$ cat src/rtl/pipe_ctrl_pkg.sv
// Shared types and defaults for the pipeline stall/flush sequencer.
// PIPE_STEP_EN adds the single-step hold state.
package pipe_ctrl_pkg;

  localparam int unsigned REG_ADDR_BITS_DEF = 5;
  localparam int unsigned MC_LATENCY_DEF    = 4;
  localparam int unsigned REG_ZERO          = 0;
  localparam int unsigned STALL_BITS        = 16;

  typedef enum logic [2:0] {
    ST_RUN       = 3'd0,
    ST_LU_BUB    = 3'd1,
    ST_BR_FLUSH  = 3'd2,
`ifdef PIPE_STEP_EN
    ST_MC_WAIT   = 3'd3,
    ST_STEP_HOLD = 3'd4
`else
    ST_MC_WAIT   = 3'd3
`endif
  } pipe_state_t;

  // State the sequencer rests in between instructions.
`ifdef PIPE_STEP_EN
  localparam pipe_state_t ST_HOME = ST_STEP_HOLD;
`else
  localparam pipe_state_t ST_HOME = ST_RUN;
`endif

endpackage

$ cat src/rtl/pipe_hazard_detect.sv
// Combinational load-use comparator; shared with the forwarding unit.
module pipe_hazard_detect
  import pipe_ctrl_pkg::*;
#(
  parameter int unsigned ADDR_BITS = REG_ADDR_BITS_DEF
) (
  input  logic [ADDR_BITS-1:0] rs1,
  input  logic [ADDR_BITS-1:0] rs2,
  input  logic                 use_rs1,
  input  logic                 use_rs2,
  input  logic [ADDR_BITS-1:0] rd,
  input  logic                 mem_read,
  output logic                 load_use_c
);

  always_comb begin
    load_use_c = mem_read && (rd != ADDR_BITS'(REG_ZERO)) &&
                 ((use_rs1 && (rs1 == rd)) || (use_rs2 && (rs2 == rd)));
  end

endmodule

$ cat src/rtl/pipe_hazard_ctrl.sv
// Central stall/flush sequencer for the five-stage pipeline.
// Define PIPE_STEP_EN to add step_req and the STEP_HOLD single-step state.
module pipe_hazard_ctrl
  import pipe_ctrl_pkg::*;
#(
  parameter int unsigned REG_ADDR_BITS = REG_ADDR_BITS_DEF,
  parameter int unsigned MC_LATENCY    = MC_LATENCY_DEF
) (
  input  logic                     Clock,
  input  logic                     Reset_n,
  input  logic                     Tick,
`ifdef PIPE_STEP_EN
  input  logic                     step_req,
`endif
  input  logic [REG_ADDR_BITS-1:0] id_rs1,
  input  logic [REG_ADDR_BITS-1:0] id_rs2,
  input  logic                     id_use_rs1,
  input  logic                     id_use_rs2,
  input  logic [REG_ADDR_BITS-1:0] ex_rd,
  input  logic                     ex_mem_read,
  input  logic                     ex_branch_taken,
  input  logic                     ex_mc_start,
  output logic                     pc_en,
  output logic                     pc_load,
  output logic                     ifid_en,
  output logic                     idex_en,
  output logic                     exmem_en,
  output logic                     memwb_en,
  output logic                     ifid_flush,
  output logic                     idex_flush,
  output logic                     commit_en,
  output logic [STALL_BITS-1:0]    stall_cycles
);

  localparam int unsigned CNT_W = (MC_LATENCY > 3) ? $clog2(MC_LATENCY - 1) : 1;

  pipe_state_t      state, state_nxt;
  logic [CNT_W-1:0] mc_cnt, mc_cnt_nxt;
  logic             mc_armed, mc_armed_nxt;
  logic             active;
  logic             load_use;
  logic             step_go, run_like;
  logic             br_hit, mc_hit, lu_hit;
  logic             stall_tick;
  logic             ifid_flush_nxt, idex_flush_nxt, pc_load_nxt;

  pipe_hazard_detect #(
    .ADDR_BITS (REG_ADDR_BITS)
  ) u_detect (
    .rs1        (id_rs1),
    .rs2        (id_rs2),
    .use_rs1    (id_use_rs1),
    .use_rs2    (id_use_rs2),
    .rd         (ex_rd),
    .mem_read   (ex_mem_read),
    .load_use_c (load_use)
  );

  // Hazard priority: branch > multi-cycle > load-use.
  always_comb begin
`ifdef PIPE_STEP_EN
    step_go = (state == ST_STEP_HOLD) && step_req;
`else
    step_go = 1'b0;
`endif
    run_like = active && ((state == ST_RUN) || step_go);
    br_hit   = run_like && ex_branch_taken;
    mc_hit   = run_like && !br_hit && ex_mc_start && mc_armed;
    lu_hit   = run_like && !br_hit && !mc_hit && load_use;
  end

  // Enables are combinational; flushes, pc_load and counters take effect next Tick.
  always_comb begin
    pc_en          = 1'b0;
    ifid_en        = 1'b0;
    idex_en        = 1'b0;
    exmem_en       = 1'b0;
    memwb_en       = 1'b0;
    commit_en      = 1'b0;
    state_nxt      = state;
    mc_cnt_nxt     = mc_cnt;
    mc_armed_nxt   = mc_armed;
    ifid_flush_nxt = 1'b0;
    idex_flush_nxt = 1'b0;
    pc_load_nxt    = 1'b0;
    stall_tick     = 1'b0;
    if (active) begin
      unique case (state)
`ifdef PIPE_STEP_EN
        ST_RUN, ST_STEP_HOLD: begin
`else
        ST_RUN: begin
`endif
          if (run_like) begin
            pc_en     = 1'b1;
            ifid_en   = 1'b1;
            idex_en   = 1'b1;
            exmem_en  = 1'b1;
            memwb_en  = 1'b1;
            commit_en = 1'b1;
            state_nxt = ST_HOME;
            if (br_hit) begin
              state_nxt      = ST_BR_FLUSH;
              ifid_flush_nxt = 1'b1;
              idex_flush_nxt = 1'b1;
              pc_load_nxt    = 1'b1;
            end else if (mc_hit) begin
              pc_en      = 1'b0;
              ifid_en    = 1'b0;
              idex_en    = 1'b0;
              exmem_en   = 1'b0;
              memwb_en   = 1'b0;
              commit_en  = 1'b0;
              state_nxt  = ST_MC_WAIT;
              mc_cnt_nxt = CNT_W'(MC_LATENCY - 2);
              stall_tick = 1'b1;
            end else if (lu_hit) begin
              pc_en          = 1'b0;
              ifid_en        = 1'b0;
              state_nxt      = ST_LU_BUB;
              idex_flush_nxt = 1'b1;
              stall_tick     = 1'b1;
            end
          end else begin
            stall_tick = 1'b1;
          end
        end
        ST_LU_BUB: begin
          idex_en    = 1'b1;
          exmem_en   = 1'b1;
          memwb_en   = 1'b1;
          commit_en  = 1'b1;
          state_nxt  = ST_HOME;
          stall_tick = 1'b1;
        end
        ST_BR_FLUSH: begin
          pc_en      = 1'b1;
          ifid_en    = 1'b1;
          idex_en    = 1'b1;
          exmem_en   = 1'b1;
          memwb_en   = 1'b1;
          commit_en  = 1'b1;
          state_nxt  = ST_HOME;
          stall_tick = 1'b1;
        end
        ST_MC_WAIT: begin
          stall_tick = 1'b1;
          if (mc_cnt == '0) begin
            state_nxt    = ST_HOME;
            mc_armed_nxt = 1'b0;
          end else begin
            mc_cnt_nxt = mc_cnt - CNT_W'(1);
          end
        end
        default: state_nxt = ST_HOME;
      endcase
      // Re-arm once a new instruction can enter EX.
      if (idex_en) mc_armed_nxt = 1'b1;
    end
  end

  // Outputs follow RUN only after the first edge following reset release.
  always_ff @(posedge Clock or negedge Reset_n) begin
    if (!Reset_n) begin
      state        <= ST_HOME;
      mc_cnt       <= '0;
      mc_armed     <= 1'b1;
      stall_cycles <= '0;
      ifid_flush   <= 1'b0;
      idex_flush   <= 1'b0;
      pc_load      <= 1'b0;
      active       <= 1'b0;
    end else begin
      active <= 1'b1;
      if (active && Tick) begin
        state      <= state_nxt;
        mc_cnt     <= mc_cnt_nxt;
        mc_armed   <= mc_armed_nxt;
        ifid_flush <= ifid_flush_nxt;
        idex_flush <= idex_flush_nxt;
        pc_load    <= pc_load_nxt;
        if (stall_tick && (stall_cycles != {STALL_BITS{1'b1}}))
          stall_cycles <= stall_cycles + STALL_BITS'(1);
      end
    end
  end

endmodule

$ cat config.mk
export PLATFORM = sky130hd
export DESIGN_NAME = pipe_hazard_ctrl
export DESIGN_NICKNAME = d
export VERILOG_FILES = /design/src/rtl/pipe_ctrl_pkg.sv /design/src/rtl/pipe_hazard_detect.sv /design/src/rtl/pipe_hazard_ctrl.sv
export SDC_FILE = /design/constraint.sdc
export NUM_CORES = 1
export LEC_CHECK = 0
export BUFFER_PORTS_ARGS = -buffer_cell sky130_fd_sc_hd__buf_2
export CORE_ASPECT_RATIO = 1.4
export CORE_MARGIN = 2
export CORE_UTILIZATION = 57
export CTS_BUF_LIST = sky130_fd_sc_hd__clkbuf_8
export CTS_CLUSTER_SIZE = 8
export DETAILED_ROUTE_END_ITERATION = 10
export PLACE_DENSITY = 0.88
export SYNTH_ARGS = -nofsm -noshare
export SYNTH_HDL_FRONTEND = slang
export SYNTH_SLANG_ARGS = --single-unit
$ cat constraint.sdc
create_clock -name Clock -period 3.5 [get_ports Clock]
set_clock_uncertainty 0.2 [all_clocks]
set_input_delay 0.7 -clock Clock [delete_from_list [all_inputs] [get_ports Clock]]
set_output_delay 0.7 -clock Clock [all_outputs]
set_load 0.02 [all_outputs]
# Word level (Yosys, flattened, before mapping)
# Cells that the tools add are included.
[op_classes]
add_sub_neg = 2
n_mul = 0
n_div = 0
order_cmp = 0
eq_ne = 11
shift = 0
mux = 42
bitwise = 0
n_reduce_logical = 28
[ops]
columns = ["op", "count"]
rows = [
  ["1-bit two-way mux", 29],
  ["16-bit by 1-bit adder with 16-bit output (second input constant)", 1],
  ["16-bit inequality test (second input constant)", 1],
  ["1-bit logical AND", 13],
  ["2-bit two-way mux", 6],
  ["5-bit equality test", 2],
  ["2-bit inequality test (second input constant)", 5],
  ["4-bit AND reduction", 2],
  ["7-bit AND reduction", 1],
  ["3-bit by 2-bit equality test with 1-bit output (second input constant)", 2],
  ["3-bit two-way mux", 2],
  ["1-bit case mux with 2 select lines", 3],
  ["3-bit case mux with 2 select lines", 1],
  ["2-bit nonzero test", 3],
  ["5-bit nonzero test", 1],
  ["2-bit case mux with 2 select lines", 1],
  ["3-bit by 1-bit equality test with 1-bit output (second input constant)", 1],
  ["3-bit zero test", 1],
  ["3-bit OR reduction", 1],
  ["1-bit zero test", 2],
  ["2-bit zero test", 1],
  ["2-bit AND reduction", 1],
  ["2-bit OR reduction", 1],
  ["2-bit by 1-bit subtractor with 2-bit output (second input constant)", 1],
  ["1-bit logical OR", 1],
]
[word_totals]
reg_bits = 25
latchBits = 0
ram_bits = 0
mem_bits_ro = 0
n_memories = 0

# Depth between registers and ports, before layout
[depth]
word_depth = 18
depth_mapped = 9
ltp_nobuf = 8

# Hierarchy
# A second synthesis with hierarchy kept.
[hier_totals]
hier_cells = 153
area_unflattened_um2 = 1516.5
[by_module_without_submodules]
columns = ["module", "n_inst", "cells_each", "area_per_inst_um2", "seq_area_each_um2"]
rows = [
  ["pipe_hazard_ctrl", 1, 136, 1382.6, 601.8],
  ["pipe_hazard_detect", 1, 17, 133.9, 0.0],
]

# Worst setup path after synthesis
# OpenSTA, ideal clock, no wires.
[synth_path]
kind = "input-to-output"
from = "input id_rs1[4]"
to = "output pc_en"
t_arrival_ns = 1.744
setup_slack_ns = 0.856
stages = 7
n_path_buf = 1
cell_sequence = "xnor2_1 > nand4_1 > o22ai_2 > nand2_1 > a31oi_1 > nor2b_1 > buf_4"
[synth_between]
elab_chain_cells = 11
[synth_rtl]
columns = ["element", "line", "source"]
rows = [
  ["start: declaration", "pipe_hazard_ctrl.sv:15", "input logic [REG_ADDR_BITS-1:0] id_rs1,"],
  ["5-bit equality test", "pipe_hazard_detect.sv:18", "((use_rs1 && (rs1 == rd)) || (use_rs2 && (rs2 == rd)));"],
  ["1-bit logical AND", "pipe_hazard_detect.sv:18", ""],
  ["1-bit logical OR", "pipe_hazard_detect.sv:18", ""],
  ["1-bit logical AND", "pipe_hazard_detect.sv:17", "load_use_c = mem_read && (rd != ADDR_BITS'(REG_ZERO)) &&"],
  ["1-bit logical AND", "pipe_hazard_ctrl.sv:69", "lu_hit = run_like && !br_hit && !mc_hit && load_use;"],
  ["1-bit two-way mux (4 in a row)", "--", ""],
  ["1-bit case mux with 2 select lines", "--", ""],
  ["1-bit two-way mux", "--", ""],
  ["end: declaration", "pipe_hazard_ctrl.sv:23", "output logic pc_en,"],
]
# Every way passes these cells.

# Worst setup path in the final report
[layout_path]
from = "register state[0]"
to = "output pc_en"
[layout_between]
elab_chain_cells = 16
elab_cells_between_ends = 17
cone_classes = "eq/ne (1); mux (6); reduce/logical (10)"
[layout_rtl]
columns = ["element", "line", "source"]
rows = [
  ["start: declaration", "pipe_hazard_ctrl.sv:37", "pipe_state_t state, state_nxt;"],
  ["start signal: assignment", "pipe_hazard_ctrl.sv:176", "state <= state_nxt;"],
  ["3-bit zero test", "pipe_hazard_ctrl.sv:66, pipe_hazard_ctrl.sv:88", ""],
  ["1-bit logical AND", "pipe_hazard_ctrl.sv:66", "run_like = active && ((state == ST_RUN) || step_go);"],
  ["1-bit logical AND", "pipe_hazard_ctrl.sv:67", "br_hit = run_like && ex_branch_taken;"],
  ["1-bit zero test", "pipe_hazard_ctrl.sv:68, pipe_hazard_ctrl.sv:69", ""],
  ["1-bit logical AND", "pipe_hazard_ctrl.sv:68, pipe_hazard_ctrl.sv:69", ""],
  ["1-bit logical AND (2 in a row)", "pipe_hazard_ctrl.sv:68", "mc_hit = run_like && !br_hit && ex_mc_start && mc_armed;"],
  ["1-bit zero test", "pipe_hazard_ctrl.sv:69", ""],
  ["1-bit logical AND (2 in a row)", "pipe_hazard_ctrl.sv:69", ""],
  ["1-bit two-way mux", "pipe_hazard_ctrl.sv:117", "end else if (lu_hit) begin"],
  ["1-bit two-way mux", "pipe_hazard_ctrl.sv:107", "end else if (mc_hit) begin"],
  ["1-bit two-way mux", "pipe_hazard_ctrl.sv:102", "if (br_hit) begin"],
  ["1-bit two-way mux", "pipe_hazard_ctrl.sv:94", "if (run_like) begin"],
  ["1-bit case mux with 2 select lines *", "pipe_hazard_ctrl.sv:88", "unique case (state)"],
  ["1-bit two-way mux *", "pipe_hazard_ctrl.sv:87", "if (active) begin"],
]
# Every way passes the cells marked *; elsewhere a longest branch is shown, timed or not.

==> impl_metrics.json <==
{
  "gp_congestion": 0.787,
  "path_cells": "inv_1, ha_1, nand4_1, a21oi_1, nand2_1, a31oi_1, nor2b_1, buf_2",
  "io_buffers": 47,
  "grt_pass1_wl_um": 5140,
  "viasPerCell": 5.56,
  "yosysWarnings": 0,
  "vias": 1295,
  "coreArea_um2": 2620,
  "netlist_area_um2": 1550,
  "cp-end-kind": "output pin",
  "clock_path_buffers": 2,
  "min_period_ns": 3.03,
  "cp.required_ns": 2.60,
  "tns_ns": 0,
  "crit_buf_inv": 2,
  "final_max_slew_viol_count": 0,
  "seq_area_frac_synth": 0.388,
  "cts_setup_buffers": 0,
  "clk_pin_slew_ns": 0.08,
  "post_cts_resized": 0,
  "worst_ep_arrival_time_ns": 2.13,
  "p_leak_nw": 0.917,
  "ios": 48,
  "relSlewSlack": 0.356,
  "die_area_um2": 3160,
  "finalHoldViolations": 0,
  "path_class": "flip-flop to output pin",
  "ys_top_cells_by_count": "dfrtp_1 (23), nand2_1 (15), xor2_1 (15)",
  "period_share": 0.865,
  "grt_pass1_vias": 1212,
  "postSynthAreaPerCell_um2": 10.0,
  "ant_nets": 0,
  "drc": 0,
  "rsz0062_at_grt": "false",
  "antenna_found_initial": 0,
  "power_density_nw_per_um2": 479,
  "synth_edf_count": 0,
  "status": "complete, no violations",
  "start_util": 0.593,
  "fp-row-count": 22,
  "crit_fanout": 7,
  "area_delta_synth_final_pct": 16.5,
  "setup_violations": 0,
  "vdd_drop_max_mv": 0.421,
  "synth_cells": 155,
  "synth_top_area_share": 0.371,
  "cts_made_buffers": 3,
  "grt_util_all_layers": 0.225,
  "cts_tree": "yes",
  "clk_latency_ns": 0.26,
  "die_h_um": 65.7,
  "synth.most_common_cell": "dfrtp_1",
  "wl_per_cell_um": 14.1,
  "synthArstFlopShare": 1.00,
  "crit_family": "compound AO/OA/AOI/OAI gates",
  "ys_top_cells_by_area": "dfrtp_1 (37%), xor2_1 (8.5%), nor3_2 (6.5%), ha_1 (5.6%), xnor2_1 (5.6%)",
  "cts_root_buf": "clkbuf_8",
  "fin_nets": 228,
  "setup_ws_ns": 0.471,
  "die_w_um": 48.1,
  "yosysUniqueCellTypes": 41,
  "fillCellCount": 208,
  "worst_slew_pin_slew_ns": 0.966,
  "diodes": 0,
  "maxCapViolCount": 0,
  "drt_iter0_drc": 19,
  "grt_max_degree": 25,
  "cts_sinks": 24,
  "wl_um": 3290,
  "max_freq_mhz": 330,
  "synth_seq_cells": 24,
  "slowest_delay_ns": 0.42,
  "ys.flop_type": "dfrtp_1",
  "dp.final_hpwl_um": 2580,
  "crit_slowest_cell": "dfrtp_1",
  "post-place-ws_ns": 0.590,
  "synth_area_leader_cell": "dfrtp_1",
  "start_kind": "flip-flop",
  "drt_pass1_iterations": 6,
  "syn_nets": 185,
  "h-tree-depth": 1,
  "cts_hold_buf": 0,
  "hold_class": "input pin to asynchronous set/reset pin",
  "drive_above_1_share": 0.355,
  "grt_overflow": 0
}
[power breakdown]
group	total [mW]	internal (mW)	switching [mW]	leakage, nW
Sequential	0.383	0.329	0.0542	0.314
Combinational	0.322	0.123	0.199	0.577
Clock	0.159	0.0783	0.0811	0.0269
[path summary, 6_finish.rpt]
check,from,to,slack (ns),cells past startpoint
setup / recovery,state[0],pc_en,0.47,8
hold / removal,Reset_n,state[1],0.21,1
setup reg to reg,state[0],stall_cycles[1],0.71,8
hold reg to reg,mc_cnt[0],mc_cnt[0],0.27,1
max in group asynchronous,Reset_n,mc_armed,2.53,1
min in group Clock,mc_cnt[0],mc_cnt[0],0.27,1
[routing by layer]
layer | share of wire | track usage | up-vias
li1 | - | - | 615
met3 | 0.057 | 0.0247 | 6
met4 | 0.014 | 0.0574 | 0
met1 | 0.39 | 0.247 | 615
met5 | 0 | 0 | -
met2 | 0.53 | 0.425 | 59
[sequential cells by signal, indices dropped and copies added (netlist names)]
signal	flops
idex_flush	1
stall_cycles	16
ifid_flush	1
mc_cnt	2
active	1
mc_armed	1
state	2
[cell usage in the layout (no fill, tap or decap), types with 2 or more instances in the layout]
cell type,count
a31oi_1,3
nand2_1,15
nor4_1,3
a21oi_2,2
xor2_1,15
and2_1,3
nand3_1,8
nor3_2,10
nand4_1,7
a21oi_1,5
xnor2_1,10
nor2_1,6
buf_2,47
ha_1,7
clkbuf_8,3
dfrtp_1,23
inv_1,7
and3_1,2
[per-stage QoR]
stage / std cells / cell area (um^2) / power [mW] / hold slack (ns) / util
3_5_place_dp: 229 / 1760 / 0.711 / 0.264 / 0.674
5_1_grt: 233 / 1810 / 0.925 / 0.238 / 0.691
6_report: 233 / 1810 / 0.865 / 0.210 / 0.691
2_1_floorplan: 155 / 1550 / 0.624 / 0.204 / -
4_1_cts: 233 / 1810 / 0.870 / 0.222 / 0.691
3_3_place_gp: 229 / 1760 / 0.694 / 0.251 / 0.674
[final cells by class]
class	instances	area, um^2	share of cell area
Clock inverter	1	3.75	0.00208
Inverter	6	22.5	0.0125
Clock buffer	3	41.3	0.0229
Tap cell	36	45.0	0.0249
Sequential cell	24	602	0.333
Timing Repair Buffer	47	235	0.130
Multi-Input combinational cell	116	857	0.474
[kinds of logic (layout without fill, tap and decap cells)]
group / after synthesis / count (layout) / share of synthesized area
AOI/OAI and AO/OA: 18 / 18 / 0.0887
xor gates and xnor gates: 25 / 25 / 0.141
adders and majority gates: 7 / 7 / 0.0564
buffers and inverters: 15 / 57 / 0.0597
DFF: 24 / 24 / 0.388
muxes: 1 / 1 / 0.00967
other: 1 / 1 / 0.00242
and+or+nand+nor: 64 / 64 / 0.254
(Power assumes the default switching activity.)
